<file path="src/rtl/fir4_inv_u.sv">
`default_nettype none
// ============================================================================
// Module   : fir4_inv_u
// Brief    : Recursive inverse of the 4-tap summing FIR. It rebuilds the w-bit
//            samples from the tap sums, with saturation and a sticky range flag.
// Revision : 1.0 - initial release
// ============================================================================
module fir4_inv_u #(
    parameter int W = 16
) (
    input  logic                clk,
    input  logic                reset,
    input  logic signed [W+1:0] s_in,
    input  logic                s_valid,
    input  logic                hist_clr,
    input  logic                err_clr,
    output logic signed [W-1:0] a_out,
    output logic                a_valid,
    output logic                range_err
);

    localparam logic signed [W+2:0] c_Y_MAX = {{4{1'b0}}, {(W-1){1'b1}}};
    localparam logic signed [W+2:0] c_Y_MIN = {{4{1'b1}}, {(W-1){1'b0}}};

    logic signed [W-1:0] r_h1, r_h2, r_h3;
    logic signed [W+2:0] w_hsum;
    logic signed [W+2:0] w_d;
    logic signed [W-1:0] w_y;
    logic                w_sat;

    // w+3 bits holds s_in minus three full-scale samples without wrapping.
    always_comb begin
        w_hsum = (W+3)'(r_h1) + (W+3)'(r_h2) + (W+3)'(r_h3);
        w_d    = (W+3)'(s_in) - w_hsum;
        w_sat  = 1'b0;
        w_y    = w_d[W-1:0];
        if (w_d > c_Y_MAX) begin
            w_y   = c_Y_MAX[W-1:0];
            w_sat = 1'b1;
        end else if (w_d < c_Y_MIN) begin
            w_y   = c_Y_MIN[W-1:0];
            w_sat = 1'b1;
        end
    end

    always_ff @(posedge clk or posedge reset) begin
        if (reset) begin
            a_out     <= '0;
            a_valid   <= 1'b0;
            range_err <= 1'b0;
            r_h1      <= '0;
            r_h2      <= '0;
            r_h3      <= '0;
        end else begin
            a_valid <= s_valid;
            if (s_valid) begin
                a_out <= w_y;
                r_h1  <= w_y;
                r_h2  <= r_h1;
                r_h3  <= r_h2;
            end
            // Clearing the history overrides the shift of a concurrent sample.
            if (hist_clr) begin
                r_h1 <= '0;
                r_h2 <= '0;
                r_h3 <= '0;
            end
            if (s_valid && w_sat) begin
                range_err <= 1'b1;
            end else if (err_clr) begin
                range_err <= 1'b0;
            end
        end
    end

endmodule
`default_nettype wire

</file>
<file path="config.mk">
export PLATFORM = sky130hd
export DESIGN_NAME = fir4_inv_u
export DESIGN_NICKNAME = d
export VERILOG_FILES = /design/src/rtl/fir4_inv_u.sv
export SDC_FILE = /design/constraint.sdc
export NUM_CORES = 1
export LEC_CHECK = 0
export CELL_PAD_IN_SITES_DETAIL_PLACEMENT = 0
export CELL_PAD_IN_SITES_GLOBAL_PLACEMENT = 1
export CORE_MARGIN = 10
export CORE_UTILIZATION = 49
export DETAILED_ROUTE_END_ITERATION = 6
export MAX_ROUTING_LAYER = met4
export PLACE_DENSITY = 0.95
export SETUP_SLACK_MARGIN = 0.3
export SKIP_LAST_GASP = 1
export SYNTH_ARGS = -nofsm -noshare
export SYNTH_HDL_FRONTEND = slang
export SYNTH_SLANG_ARGS = --single-unit
export TNS_END_PERCENT = 30
</file>
<file path="constraint.sdc">
create_clock -name clk -period 12.1 [get_ports clk]
set_input_delay 1.815 -clock clk [delete_from_list [all_inputs] [get_ports clk]]
set_output_delay 1.815 -clock clk [all_outputs]
set_load 0.01 [all_outputs]
</file>
[Yosys cells after proc, flatten, opt, wreduce, memory -nomap -nowiden]
Cells that the tools add are included.
Cells by class
  $lt $le $gt $ge: 2
  equal/unequal tests: 0
  mux-type cells: 12
  shifts and indexed selects: 0
  $add $sub $neg: 3
  divide/modulo/power cells: 0
  bitwise gates (word level): 0
  reductions and logical operators: 3
  multipliers: 0
Operators with widths (number)
  2-to-1 mux 16 bit: 8
  > comparator 19 x 16 -> 1 bit, second input constant: 1
  less-than comparator 19 x 16 -> 1 bit, second input constant: 1
  subtractor 18 x 18 -> 19 bit: 1
  adder 17 x 16 -> 18 bit: 1
  adder 16 x 16 -> 17 bit: 1
  2-to-1 mux 1 bit: 4
  nonzero test 2 bit: 2
  logical AND 1 bit: 1
Storage, ports and cells
  memories kept: 0
  flip-flop bits (word level): 66
  ROM bits: 0
  bits in writable memories: 0
  bits in latches: 0
  input port bits: 23
  word-level logic and storage cells: 26

[Depth between registers and ports, before layout]
  depth after elaboration: 8
  mapped depth: 18
  depth with buffers taken out: 15

[Worst setup path before layout]
No wires, ideal clock.
  path type: input -> register
  start: input s_in[1]
  end: register r_h1[8]
  setup slack: 6.930 ns
  arrival: 5.076 ns
  cell stages on the path: 15
  path buffers: 2
  cells stage by stage: inv_1 -> fa_1 -> fa_1 -> fa_1 -> nand2b_1 -> a21oi_2 -> a41o_2 -> a21oi_2 -> or2_4 -> o311ai_4 -> o22ai_2 -> and2_4 -> buf_6 -> buf_8 -> a221oi_2
Between the ends
  cells in the longest elaborated chain, start to end: 6
RTL lines
  start, declared: line 13  | input logic signed [W+1:0] s_in,
  subtractor 18 x 18 -> 19 bit *: line 34  | w_d = (W+3)'(s_in) - w_hsum;
  less-than comparator 19 x 16 -> 1 bit: line 40  | end else if (w_d < c_Y_MIN) begin
  2-to-1 mux 16 bit: line 40
  2-to-1 mux 16 bit *: line 37  | if (w_d > c_Y_MAX) begin
  2-to-1 mux 16 bit *: line 56  | if (s_valid) begin
  2-to-1 mux 16 bit *: line 63  | if (hist_clr) begin
  end signal, assigned: line 58  | r_h1 <= w_y;
  end, declared: line 25  | logic signed [W-1:0] r_h1, r_h2, r_h3;
Mark *: on every way between the ends. The rest lies on a longest branch, timed or not. The select of a mux whose other input is x is not followed.
A chain may end at the register's enable or synchronous reset.

[Worst setup path after layout]
Ends and elaborated chain as after synthesis.

==> parameters.txt <==
Parameter                              Value

Status
  Outcome ... complete, no violations

STA
  Transition at the pin with the smallest max-transition slack ... 847 ps
  Normalized max-slew margin ... 0.436
  Fin. max-slew vios ... 0
  Fmax ... 0.175 GHz
  Unrepaired setup endpoints after global routing ... false
  Final Critical Period ... 5710 ps
  Post-route clock period utilization ... 0.472
  Final Hold Violating Endpoints ... 0
  Setup Skew ... 13.1 ps
  Total negative slack ... 0 ps
  Count of final setup violators ... 0

Global route
  Pin count of the biggest net entering global routing ... 67
  Overflow left after global routing ... 0
  Wire length of the first global-routing pass ... 18.0 mm
  Number of global-route vias before repair ... 3738
  Gr usage total ... 0.154
  Antenna violations before repair ... 0

Die
  Height of the die ... 118 um
  Total Die Area ... 0.0140 mm^2
  Core area ... 0.00933 mm^2
  Cell row count ... 35
  # IOs ... 41
  Die W ... 118 um
  Effective utilization at floorplan ... 0.509

Route
  Detailed Route WL ... 9.88 mm
  Routed WL per cell ... 14.6 um
  Via density per instance ... 5.18
  Via count ... 3506
  Violation count after the first detailed-route iteration ... 173
  Number of detailed-route iterations in the first pass ... 5
  Post-route DRC ... 0
  Antenna-violating nets left ... 0

CTS
  CTS Buf Count ... 9
  Post-CTS Setup Bufs ... 0
  Clock sink count ... 66
  Clock insertion delay at the later pin of the skew report ... 350 ps
  TritonCTS clock tree ... built
  H-tree lvl count ... 3
  Clock root cell ... sky130_fd_sc_hd__clkbuf_8
  Max clock buf depth ... 2
  CTS Hold Bufs ... 0
  Post-CTS Resized ... 0
  Worst-path clk slew ... 70 ps

Placement
  # port buffers ... 40
  Final weighted congestion in routability-driven placement ... 0.866
  Hpwl dp ... 7.16 mm

Layout
  Most frequent cells in the layout ... 106 x sky130_fd_sc_hd__inv_1, 66 x sky130_fd_sc_hd__dfrtp_1, 63 x sky130_fd_sc_hd__nor2_1
  Most common library cell in the layout ignoring fill and taps ... sky130_fd_sc_hd__inv_1
  Number of inserted diodes ... 0
  Fraction of final layout cells with drive strength greater than 1 ... 0.0766
  Layout net count ... 619
  Growth of design area from synthesis to finish ... 14.8%

Logic synthesis
  Synthesized area ... 0.00475 mm^2
  Synth Area per Inst ... 9.32 um^2
  FF+latch count, synth ... 66
  Count of unique library cells instantiated by Yosys ... 55
  Commonest register cell after synthesis ... sky130_fd_sc_hd__dfrtp_1
  Asr flop ratio synth ... 1.00
  Count of yosys warnings during synthesis ... 0
  Post-Syn Nets ... 586
  Proportion of synthesized chip area in sequential cells ... 0.348
  Synthesized instance count ... 510
  Number of flops mapped to enable cells by yosys ... 0

Setup path
  Required @ worst endpoint ... 12340 ps
  CP Capture Type ... flip-flop
  Worst path most repeated cell ... sky130_fd_sc_hd__fa_1
  Critical setup path kind ... in -> reg
  Ordered list of cells on the worst path ... clkdlybuf4s50_1, inv_1, fa_1, fa_1, fa_1, nand2b_1, a21oi_2, a41o_2, a21oi_2, or2_4, o311ai_4, a211o_2, o311ai_0, a221oi_2
  Crit path buffers/inverters ... 2
  Maximum fanout along the worst path ... 15
  Critical Path Slowest Stage Cell ... sky130_fd_sc_hd__fa_1
  Maximum cell stage delay along the critical path ... 490 ps
  Data arrival time of the worst path ... 5950 ps
  Type of element launching the critical path ... input port
  Kind of cell adding the most delay to the critical path ... compound AO/OA/AOI/OAI gates

Run
  Number of maximum-capacitance constraint violations ... 0

Min path
  Type of the worst min-delay path ... reg -> reg
[synth_stat cells (all sizes together), types with 6 or more instances]
cell type / number / area share
a21o: 7 / 0.011
a21oi: 32 / 0.035
a221oi: 14 / 0.035
buf: 11 / 0.014
clkbuf: 10 / 0.0079
dfrtp: 66 / 0.35
fa: 34 / 0.14
ha: 19 / 0.050
inv: 107 / 0.085
mux2i: 32 / 0.067
nand2: 27 / 0.021
nand3: 6 / 0.0063
nor2: 63 / 0.050
nor2b: 6 / 0.0079
o21a: 7 / 0.011
o21ai: 14 / 0.015
[per-stage QoR]
| stage | hold WS, ps | instances | area (um^2) | worst slack [ps] | util |
|---|---|---|---|---|---|
| floorplan | 486 | 510 | 4750 | 6930 | - |
| global placement | 467 | 661 | 5230 | 6220 | 0.560 |
| detailed placement | 474 | 661 | 5230 | 6020 | 0.560 |
| CTS | 494 | 677 | 5450 | 6390 | 0.585 |
| global route | 508 | 677 | 5450 | 6200 | 0.585 |
| finish | 497 | 677 | 5450 | 6390 | 0.585 |
[kinds of logic after synthesis]
group	after synthesis	synth area share
adders and majority gates	53	0.193
AOI/OAI and AO/OA	96	0.151
buffers and inverters	129	0.107
xor gates and xnor gates	9	0.0166
and+or+nand+nor	124	0.115
muxes	33	0.0698
DFF	66	0.348
[area by class of cell]
class / count / area, um^2
fillers: 833 / 3870
repair buffers: 43 / 418
well taps: 129 / 161
inverters: 108 / 405
clock inverters: 4 / 73.8
flip-flops and latches: 66 / 1650
clock buffers: 12 / 155
multi-input cells: 315 / 2590
[flip-flops by register name (all words and copies together), names as in the netlist]
signal and count:
r_h3 16, r_h1 16, a_valid 1, r_h2 16
range_err 1, a_out 16
[routing by layer]
metal | wire, um | track usage | vias to the layer above
li1 | - | - | 1699
met1 | 4780 | 0.209 | 1716
met2 | 4600 | 0.237 | 80
met3 | 407 | 0.0267 | 11
met4 | 98 | 0.0359 | 0
met5 | 0 | - | -
[final timing paths]
path / startpoint / slack [ps] / end / depth (start not counted)
setup / recovery: s_in[1] / 6390 / r_h1[8] / 14
hold / removal: range_err / 500 / range_err / 1
setup reg to reg: r_h2[0] / 7690 / r_h1[8] / 13
hold reg to reg: range_err / 500 / range_err / 1
max in group asynchronous: reset / 9510 / r_h1[14] / 3
min in group asynchronous: reset / 2030 / r_h2[6] / 3
Power is not shown: default switching activity piles up to over one toggle a cycle in this logic, so the estimate is an artifact.
